## config.mk

```make
export PLATFORM = sky130hd
export DESIGN_NAME = pipe_adder_flat
export DESIGN_NICKNAME = d
export VERILOG_FILES = /design/src/rtl/adder_pkg.sv /design/src/rtl/pipe_adder_if.sv /design/src/rtl/adder_slice.sv /design/src/rtl/full_adder.sv /design/src/rtl/pipe_adder.sv /design/src/flat_wrapper.sv
export SDC_FILE = /design/constraint.sdc
export NUM_CORES = 1
export LEC_CHECK = 0
export ABC_AREA = 1
export CAP_MARGIN = 20
export CORE_AREA = 2 2 88 111
export CTS_CLUSTER_SIZE = 28
export DETAILED_ROUTE_END_ITERATION = 16
export DIE_AREA = 0 0 90 113
export GPL_TIMING_DRIVEN = 0
export PLACE_DENSITY_LB_ADDON = 0.25
export SLEW_MARGIN = 0
export SYNTH_ARGS = -nofsm -noshare
export SYNTH_HDL_FRONTEND = slang
export SYNTH_SLANG_ARGS = --single-unit
export TNS_END_PERCENT = 1
```

## constraint.sdc

```tcl
create_clock -name clk -period 3.34 [get_ports clk]
set_clock_uncertainty 0.15 [all_clocks]
set_input_delay 0.668 -clock clk [delete_from_list [all_inputs] [get_ports clk]]
set_output_delay 0.668 -clock clk [all_outputs]
set_load 0.05 [all_outputs]
```

## src/rtl/adder_pkg.sv

```systemverilog
// Shared constants for the pipelined adder: default geometry and the add/sub mode encoding.
package adder_pkg;

    localparam int DEFAULT_WIDTH  = 16;
    localparam int DEFAULT_STAGES = 4;

    typedef enum logic {
        MODE_ADD = 1'b0,
        MODE_SUB = 1'b1
    } mode_e;

endpackage

```

## src/rtl/pipe_adder_if.sv

```systemverilog
// Operand/result handshake bundle for pipe_adder; slave is the adder side, master the producer/consumer.
interface pipe_adder_if
    import adder_pkg::*;
#(
    parameter int WIDTH = DEFAULT_WIDTH
);
    logic             in_valid;
    logic             in_ready;
    logic [WIDTH-1:0] a;
    logic [WIDTH-1:0] b;
    logic             sub;
    logic             cin;
    logic             out_valid;
    logic             out_ready;
    logic [WIDTH-1:0] sum;
    logic             cout;
    logic             ovf;
    logic             zero;

    modport master (
        output in_valid, a, b, sub, cin, out_ready,
        input  in_ready, out_valid, sum, cout, ovf, zero
    );

    modport slave (
        input  in_valid, a, b, sub, cin, out_ready,
        output in_ready, out_valid, sum, cout, ovf, zero
    );
endinterface

```

## src/rtl/adder_slice.sv

```systemverilog
// Purely combinational CHUNK-bit ripple adder built from full_adder cells.
module adder_slice
    import adder_pkg::*;
#(
    parameter int CHUNK = DEFAULT_WIDTH / DEFAULT_STAGES
) (
    input  logic [CHUNK-1:0] a_i,
    input  logic [CHUNK-1:0] b_i,
    input  logic             c_i,
    output logic [CHUNK-1:0] s_o,
    output logic             c_o
);
    logic [CHUNK:0] carry;

    assign carry[0] = c_i;

    for (genvar i = 0; i < CHUNK; i++) begin : g_bit
        full_adder u_fa (
            .a_i (a_i[i]),
            .b_i (b_i[i]),
            .c_i (carry[i]),
            .s_o (s_o[i]),
            .c_o (carry[i+1])
        );
    end

    assign c_o = carry[CHUNK];
endmodule

```

## src/rtl/full_adder.sv

```systemverilog
// One-bit full adder cell used to build the ripple slices.
module full_adder (
    input  logic a_i,
    input  logic b_i,
    input  logic c_i,
    output logic s_o,
    output logic c_o
);
    assign s_o = a_i ^ b_i ^ c_i;
    assign c_o = (a_i & b_i) | (c_i & (a_i ^ b_i));
endmodule

```

## src/rtl/pipe_adder.sv

```systemverilog
// Pipelined adder/subtractor: stage k adds chunk k, skew registers carry the rest of each beat along.
// Define PIPE_ADDER_FLAGS_EN to compute the ovf/zero flags; otherwise both outputs are tied to 0.
module pipe_adder
    import adder_pkg::*;
#(
    parameter int WIDTH  = DEFAULT_WIDTH,
    parameter int STAGES = DEFAULT_STAGES
) (
    input logic         clk,
    input logic         reset,
    pipe_adder_if.slave bus
);
    localparam int CHUNK = WIDTH / STAGES;

    mode_e            mode;
    logic [WIDTH-1:0] b_eff;
    logic             cin_eff;
    logic             advance;

    assign mode    = mode_e'(bus.sub);
    assign b_eff   = (mode == MODE_SUB) ? ~bus.b : bus.b;
    assign cin_eff = (mode == MODE_SUB) ? 1'b1 : bus.cin;

    // A single enable for every stage: a stalled result freezes the whole pipe, so nothing is overwritten.
    assign advance      = !bus.out_valid || bus.out_ready;
    assign bus.in_ready = advance;

    for (genvar k = 0; k < STAGES; k++) begin : g_stage
        localparam logic [WIDTH-1:0] LOW_MASK = (WIDTH'(1) << (k * CHUNK)) - WIDTH'(1);

        logic [WIDTH-1:0] a_src;
        logic [WIDTH-1:0] b_src;
        logic [WIDTH-1:0] sum_src;
        logic             c_src;
        logic             v_src;
        logic [CHUNK-1:0] chunk_sum;
        logic             chunk_cout;
        logic [WIDTH-1:0] sum_d;
        logic [WIDTH-1:0] sum_q;
        logic             carry_q;
        logic             valid_q;

        if (k == 0) begin : g_head
            assign a_src   = bus.a;
            assign b_src   = b_eff;
            assign sum_src = '0;
            assign c_src   = cin_eff;
            assign v_src   = bus.in_valid;
        end else begin : g_body
            assign a_src   = g_stage[k-1].g_skew.a_q;
            assign b_src   = g_stage[k-1].g_skew.b_q;
            assign sum_src = g_stage[k-1].sum_q;
            assign c_src   = g_stage[k-1].carry_q;
            assign v_src   = g_stage[k-1].valid_q;
        end

        adder_slice #(.CHUNK(CHUNK)) u_slice (
            .a_i (CHUNK'(a_src >> (k * CHUNK))),
            .b_i (CHUNK'(b_src >> (k * CHUNK))),
            .c_i (c_src),
            .s_o (chunk_sum),
            .c_o (chunk_cout)
        );

        assign sum_d = (sum_src & LOW_MASK) | (WIDTH'(chunk_sum) << (k * CHUNK));

        // NOTE: non-blocking assignments make every stage sample its neighbour's pre-edge value.
        always_ff @(posedge clk) begin
            if (reset) begin
                valid_q <= 1'b0;
                carry_q <= 1'b0;
                sum_q   <= '0;
            end else if (advance) begin
                valid_q <= v_src;
                carry_q <= v_src & chunk_cout;
                sum_q   <= v_src ? sum_d : '0;
            end
        end

        if (k < STAGES - 1) begin : g_skew
            logic [WIDTH-1:0] a_q;
            logic [WIDTH-1:0] b_q;

            always_ff @(posedge clk) begin
                if (reset) begin
                    a_q <= '0;
                    b_q <= '0;
                end else if (advance) begin
                    a_q <= a_src;
                    b_q <= b_src;
                end
            end
        end else begin : g_tail
            assign bus.out_valid = valid_q;
            assign bus.sum       = sum_q;
            assign bus.cout      = carry_q;
`ifdef PIPE_ADDER_FLAGS_EN
            logic ovf_q;
            logic zero_q;

            // Bubbles load zeros so idle outputs read as all-zero, matching the post-reset state.
            always_ff @(posedge clk) begin
                if (reset) begin
                    ovf_q  <= 1'b0;
                    zero_q <= 1'b0;
                end else if (advance) begin
                    ovf_q  <= v_src & (a_src[WIDTH-1] == b_src[WIDTH-1])
                                    & (sum_d[WIDTH-1] != a_src[WIDTH-1]);
                    zero_q <= v_src & (sum_d == '0);
                end
            end

            assign bus.ovf  = ovf_q;
            assign bus.zero = zero_q;
`else
            assign bus.ovf  = 1'b0;
            assign bus.zero = 1'b0;
`endif
        end
    end
endmodule

```

## src/flat_wrapper.sv

```systemverilog
// flat-port wrapper written by rule: the top's interface ports become plain ports
module pipe_adder_flat import adder_pkg::*;
#(
    parameter int WIDTH  = DEFAULT_WIDTH,
    parameter int STAGES = DEFAULT_STAGES
)
  (clk, reset, bus_in_valid, bus_a, bus_b, bus_sub, bus_cin, bus_out_ready, bus_in_ready, bus_out_valid, bus_sum, bus_cout, bus_ovf, bus_zero);
  pipe_adder_if #(.WIDTH(WIDTH)) bus_i ();
  input logic clk;
  input logic reset;
  input wire logic [$bits(bus_i.in_valid)-1:0] bus_in_valid;
  input wire logic [$bits(bus_i.a)-1:0] bus_a;
  input wire logic [$bits(bus_i.b)-1:0] bus_b;
  input wire logic [$bits(bus_i.sub)-1:0] bus_sub;
  input wire logic [$bits(bus_i.cin)-1:0] bus_cin;
  input wire logic [$bits(bus_i.out_ready)-1:0] bus_out_ready;
  output wire logic [$bits(bus_i.in_ready)-1:0] bus_in_ready;
  output wire logic [$bits(bus_i.out_valid)-1:0] bus_out_valid;
  output wire logic [$bits(bus_i.sum)-1:0] bus_sum;
  output wire logic [$bits(bus_i.cout)-1:0] bus_cout;
  output wire logic [$bits(bus_i.ovf)-1:0] bus_ovf;
  output wire logic [$bits(bus_i.zero)-1:0] bus_zero;
  assign bus_i.in_valid = bus_in_valid;
  assign bus_i.a = bus_a;
  assign bus_i.b = bus_b;
  assign bus_i.sub = bus_sub;
  assign bus_i.cin = bus_cin;
  assign bus_i.out_ready = bus_out_ready;
  assign bus_in_ready = bus_i.in_ready;
  assign bus_out_valid = bus_i.out_valid;
  assign bus_sum = bus_i.sum;
  assign bus_cout = bus_i.cout;
  assign bus_ovf = bus_i.ovf;
  assign bus_zero = bus_i.zero;
  pipe_adder #(.WIDTH(WIDTH), .STAGES(STAGES)) u_core (.clk(clk), .reset(reset), .bus(bus_i));
endmodule
```

==> results.sh <==
export IMPL_outcome="complete, no violations"
export IMPL_synthDominantCellAreaShare_pct=43.0
export IMPL_final_core_util_pct=60.5
export IMPL_leakagePower_nw=2.51
export IMPL_synth_cells=610
export IMPL_multiInputGateArea_um2=2020
export IMPL_wire_per_inst_um=12.5
export IMPL_die_w_um=90
export IMPL_ys_types=21
export IMPL_power_w=0.00247
export IMPL_ir_worst_vdd_mv=0.272
export IMPL_grt_ovfl_total=0
export IMPL_syn_area_um2=4470
export IMPL_drt_total_wl_mm=10.1
export IMPL_fin_crit_ns=3.23
export IMPL_hold_violations=0
export IMPL_syn2layout_area_growth_pct=22.9
export IMPL_synth_edf_count=0
export IMPL_syn_area_per_cell_um2=7.33
export IMPL_cp_startpoint="bus_out_ready"
export IMPL_critPathRequiredTime_ns=2.52
export IMPL_critPathMaxFanout=10
export IMPL_fillCellCount=860
export IMPL_drc=0
export IMPL_ys_flop_type="dfxtp_1"
export IMPL_first_pass_iters=5
export IMPL_power_density_nw_per_um2=450
export IMPL_reg2reg_slack_ns=0.80
export IMPL_fin_crit_sh_pct=96.7
export IMPL_setup_viol=0
export IMPL_io_pins=59
export IMPL_antenna_left=0
export IMPL_core_area_um2=9080
export IMPL_grt_start_max_net_pins=17
export IMPL_worstSetupStartpointType="primary input"
export IMPL_r2r_start="u_core.g_stage[2].g_skew.a_q[12]$_SDFFE_PP0P_"
export IMPL_start_util_pct=49.2
export IMPL_diodes=0
export IMPL_clock_latency_ns=0.34
export IMPL_tightest_slew_ns=0.510
export IMPL_seq_area_um2=1920
export IMPL_gp_congestion=0.859
export IMPL_clock_root_buffer="clkbuf_16"
export IMPL_vias=3917
export IMPL_endpoint="bus_in_ready"
export IMPL_fmax_mhz=310
export IMPL_seq_area_frac_synth_pct=43.0
export IMPL_end_kind="output port"
export IMPL_drtIter0Drc=119
export IMPL_ys_warn_count=0
export IMPL_drv_cap=0
export IMPL_htreeDepth=3
export IMPL_synth_top_area_cell="dfxtp_1"
export IMPL_routed_via_density=4.86
export IMPL_grt_antenna_before_repair=0
export IMPL_cts_buffer_depth=2
export IMPL_criticalPathCategory="in -> out"
export IMPL_synth_area_top_cells="dfxtp_1, nand2_1, nor2_1, fa_1, inv_1"
export IMPL_setup_tns_ns=0
export IMPL_min_path_type="reg -> reg"
export IMPL_grt_total_usage_pct=20.8
export IMPL_die_area_um2=10200
export IMPL_arrival_ns=2.41
export IMPL_dieHeight_um=113
export IMPL_grt_pass1_vias=3768
export IMPL_drive_gt1_share_pct=8.93
export IMPL_cts_sinks=96
export IMPL_r2r_cells=10
export IMPL_dp_hpwl_mm=7.50
export IMPL_nNetsFinal=732
export IMPL_cts_tree="yes"
export IMPL_rsz0062_at_grt="false"
export IMPL_portBuffers=56
export IMPL_synthArstFlopShare_pct=0
export IMPL_synth_seq_cells=96
export IMPL_max_slew_margin_rel_pct=66.0
export IMPL_maxSlewViolCount=0
export IMPL_reg2reg_to="u_core.bus.sum[15]$_SDFFE_PP0P_"
export IMPL_grt_pass1_wl_mm=17.1
export IMPL_cts_buffers=9
export IMPL_fp_row_count=39
export IMPL_clk_pin_slew_ns=0.06
## metal layers
metal / vias up / wire, um / global-route usage, % / share of wire (%)
li1: 2013 / - / - / -
met3: 18 / 347 / 2.40 / 3.4
met1: 1799 / 4250 / 24.3 / 42
met4: 0 / 249 / 9.13 / 2.5
met2: 87 / 5230 / 38.5 / 52
met5: - / 0 / 0 / 0
## cell usage after synthesis, types with 6 or more instances
cell and n:
fa_1 16, nand3b_1 11, nand2_1 128, buf_6 6
nor2_1 107, buf_4 9, o21ai_0 36, a21oi_1 48
buf_2 21, inv_1 67, dfxtp_1 96, nand3_1 48
## area by class of cell
cell class                      count  share of cell area (%)
Timing Repair Buffer               56                    10.2
Clock buffer                       11                    4.60
Inverter                           69                    4.76
Multi-Input combinational cell    402                    36.8
Buffer                             44                    5.13
Sequential cell                    96                    35.0
Tap cell                          123                    2.80
Clock inverter                      5                   0.706
## report_power, final
part	internal, W	switching, W
logic	0.000118	0.000141
registers	0.00119	0.0000269
clock network	0.000551	0.000446
## placed cells by master (no fill, tap or decap), drive strengths merged
master,count
nand2,129
nor2,107
dfxtp,96
inv,71
clkdlybuf4s50,56
nand3,48
a21oi,48
o21ai,36
buf,36
clkbuf,19
fa,16
nand3b,11
xnor2,3
conb,2
clkinv,2
or2,1
xor2,1
clkinvlp,1
## worst min path at each step
| stage | start | to | slack (ns) | cells past startpoint |
|---|---|---|---|---|
| final | u_core.g_stage[1].g_skew.a_q[12]$_SDFFE_PP0P_ | u_core.g_stage[2].g_skew.a_q[12]$_SDFFE_PP0P_ | 0.33 | 2 |
| after global placement | u_core.g_stage[0].g_skew.a_q[14]$_SDFFE_PP0P_ | u_core.g_stage[1].g_skew.a_q[14]$_SDFFE_PP0P_ | 0.31 | 2 |
| after global routing | u_core.g_stage[1].g_skew.a_q[12]$_SDFFE_PP0P_ | u_core.g_stage[2].g_skew.a_q[12]$_SDFFE_PP0P_ | 0.34 | 2 |
| after CTS | u_core.g_stage[1].g_skew.a_q[14]$_SDFFE_PP0P_ | u_core.g_stage[2].g_skew.a_q[14]$_SDFFE_PP0P_ | 0.33 | 2 |
| after detailed placement | u_core.g_stage[1].g_skew.a_q[14]$_SDFFE_PP0P_ | u_core.g_stage[2].g_skew.a_q[14]$_SDFFE_PP0P_ | 0.31 | 2 |
| after floorplan | u_core.g_stage[0].g_skew.b_q[11]$_SDFFE_PP0P_ | u_core.g_stage[1].g_skew.b_q[11]$_SDFFE_PP0P_ | 0.30 | 2 |
## worst max-delay path, stage by stage
cell             delay, ns
clkdlybuf4s50_1       0.50
inv_4                 0.07
nand2_8               0.09
buf_2                 0.23
clkdlybuf4s50_1       0.84
## metrics by stage
step | hold slack (ns) | instance area [um2] | worst slack [ns] | std cells
global placement | 0.306 | 5190 | -0.313 | 790
floorplan | 0.296 | 4470 | 0.426 | 611
global route | 0.340 | 5490 | 0.00135 | 806
CTS | 0.332 | 5480 | 0.0391 | 806
detailed placement | 0.313 | 5190 | -0.364 | 790
finish | 0.326 | 5490 | 0.112 | 806
## sequential cells by signal, summed over array words and instances, names as in the netlist
| name | flops |
|---|---|
| u_core.g_stage.g_skew.a_q | 24 |
| u_core.g_stage.g_skew.b_q | 24 |
| u_core.g_stage.sum_q | 24 |
| u_core.g_stage.carry_q | 3 |
| u_core.bus.out_valid | 1 |
| u_core.g_stage.valid_q | 3 |
| u_core.bus.sum | 16 |
| u_core.bus.cout | 1 |
## kinds of logic (layout without fill, tap and decap cells)
family,after synthesis,after routing,synth area share [%]
flip-flops,96,96,43.0
buffers and inverters,113,185,12.0
AND/OR/NAND/NOR,296,296,27.5
other,1,2,0.0839
AO/OA/AOI/OAI,84,84,9.41
XOR/XNOR,4,4,0.784
adder cells (fa/ha/maj),16,16,7.17
## what timing repair did
item / CTS / global route
setup endpoints to repair: 1 / 2
hold buffers: 0 / 0
gates resized for setup: 1 / 2
setup buffers: 0 / 0
gates cloned: 0 / 0
Power figures use the tool's default switching activity.
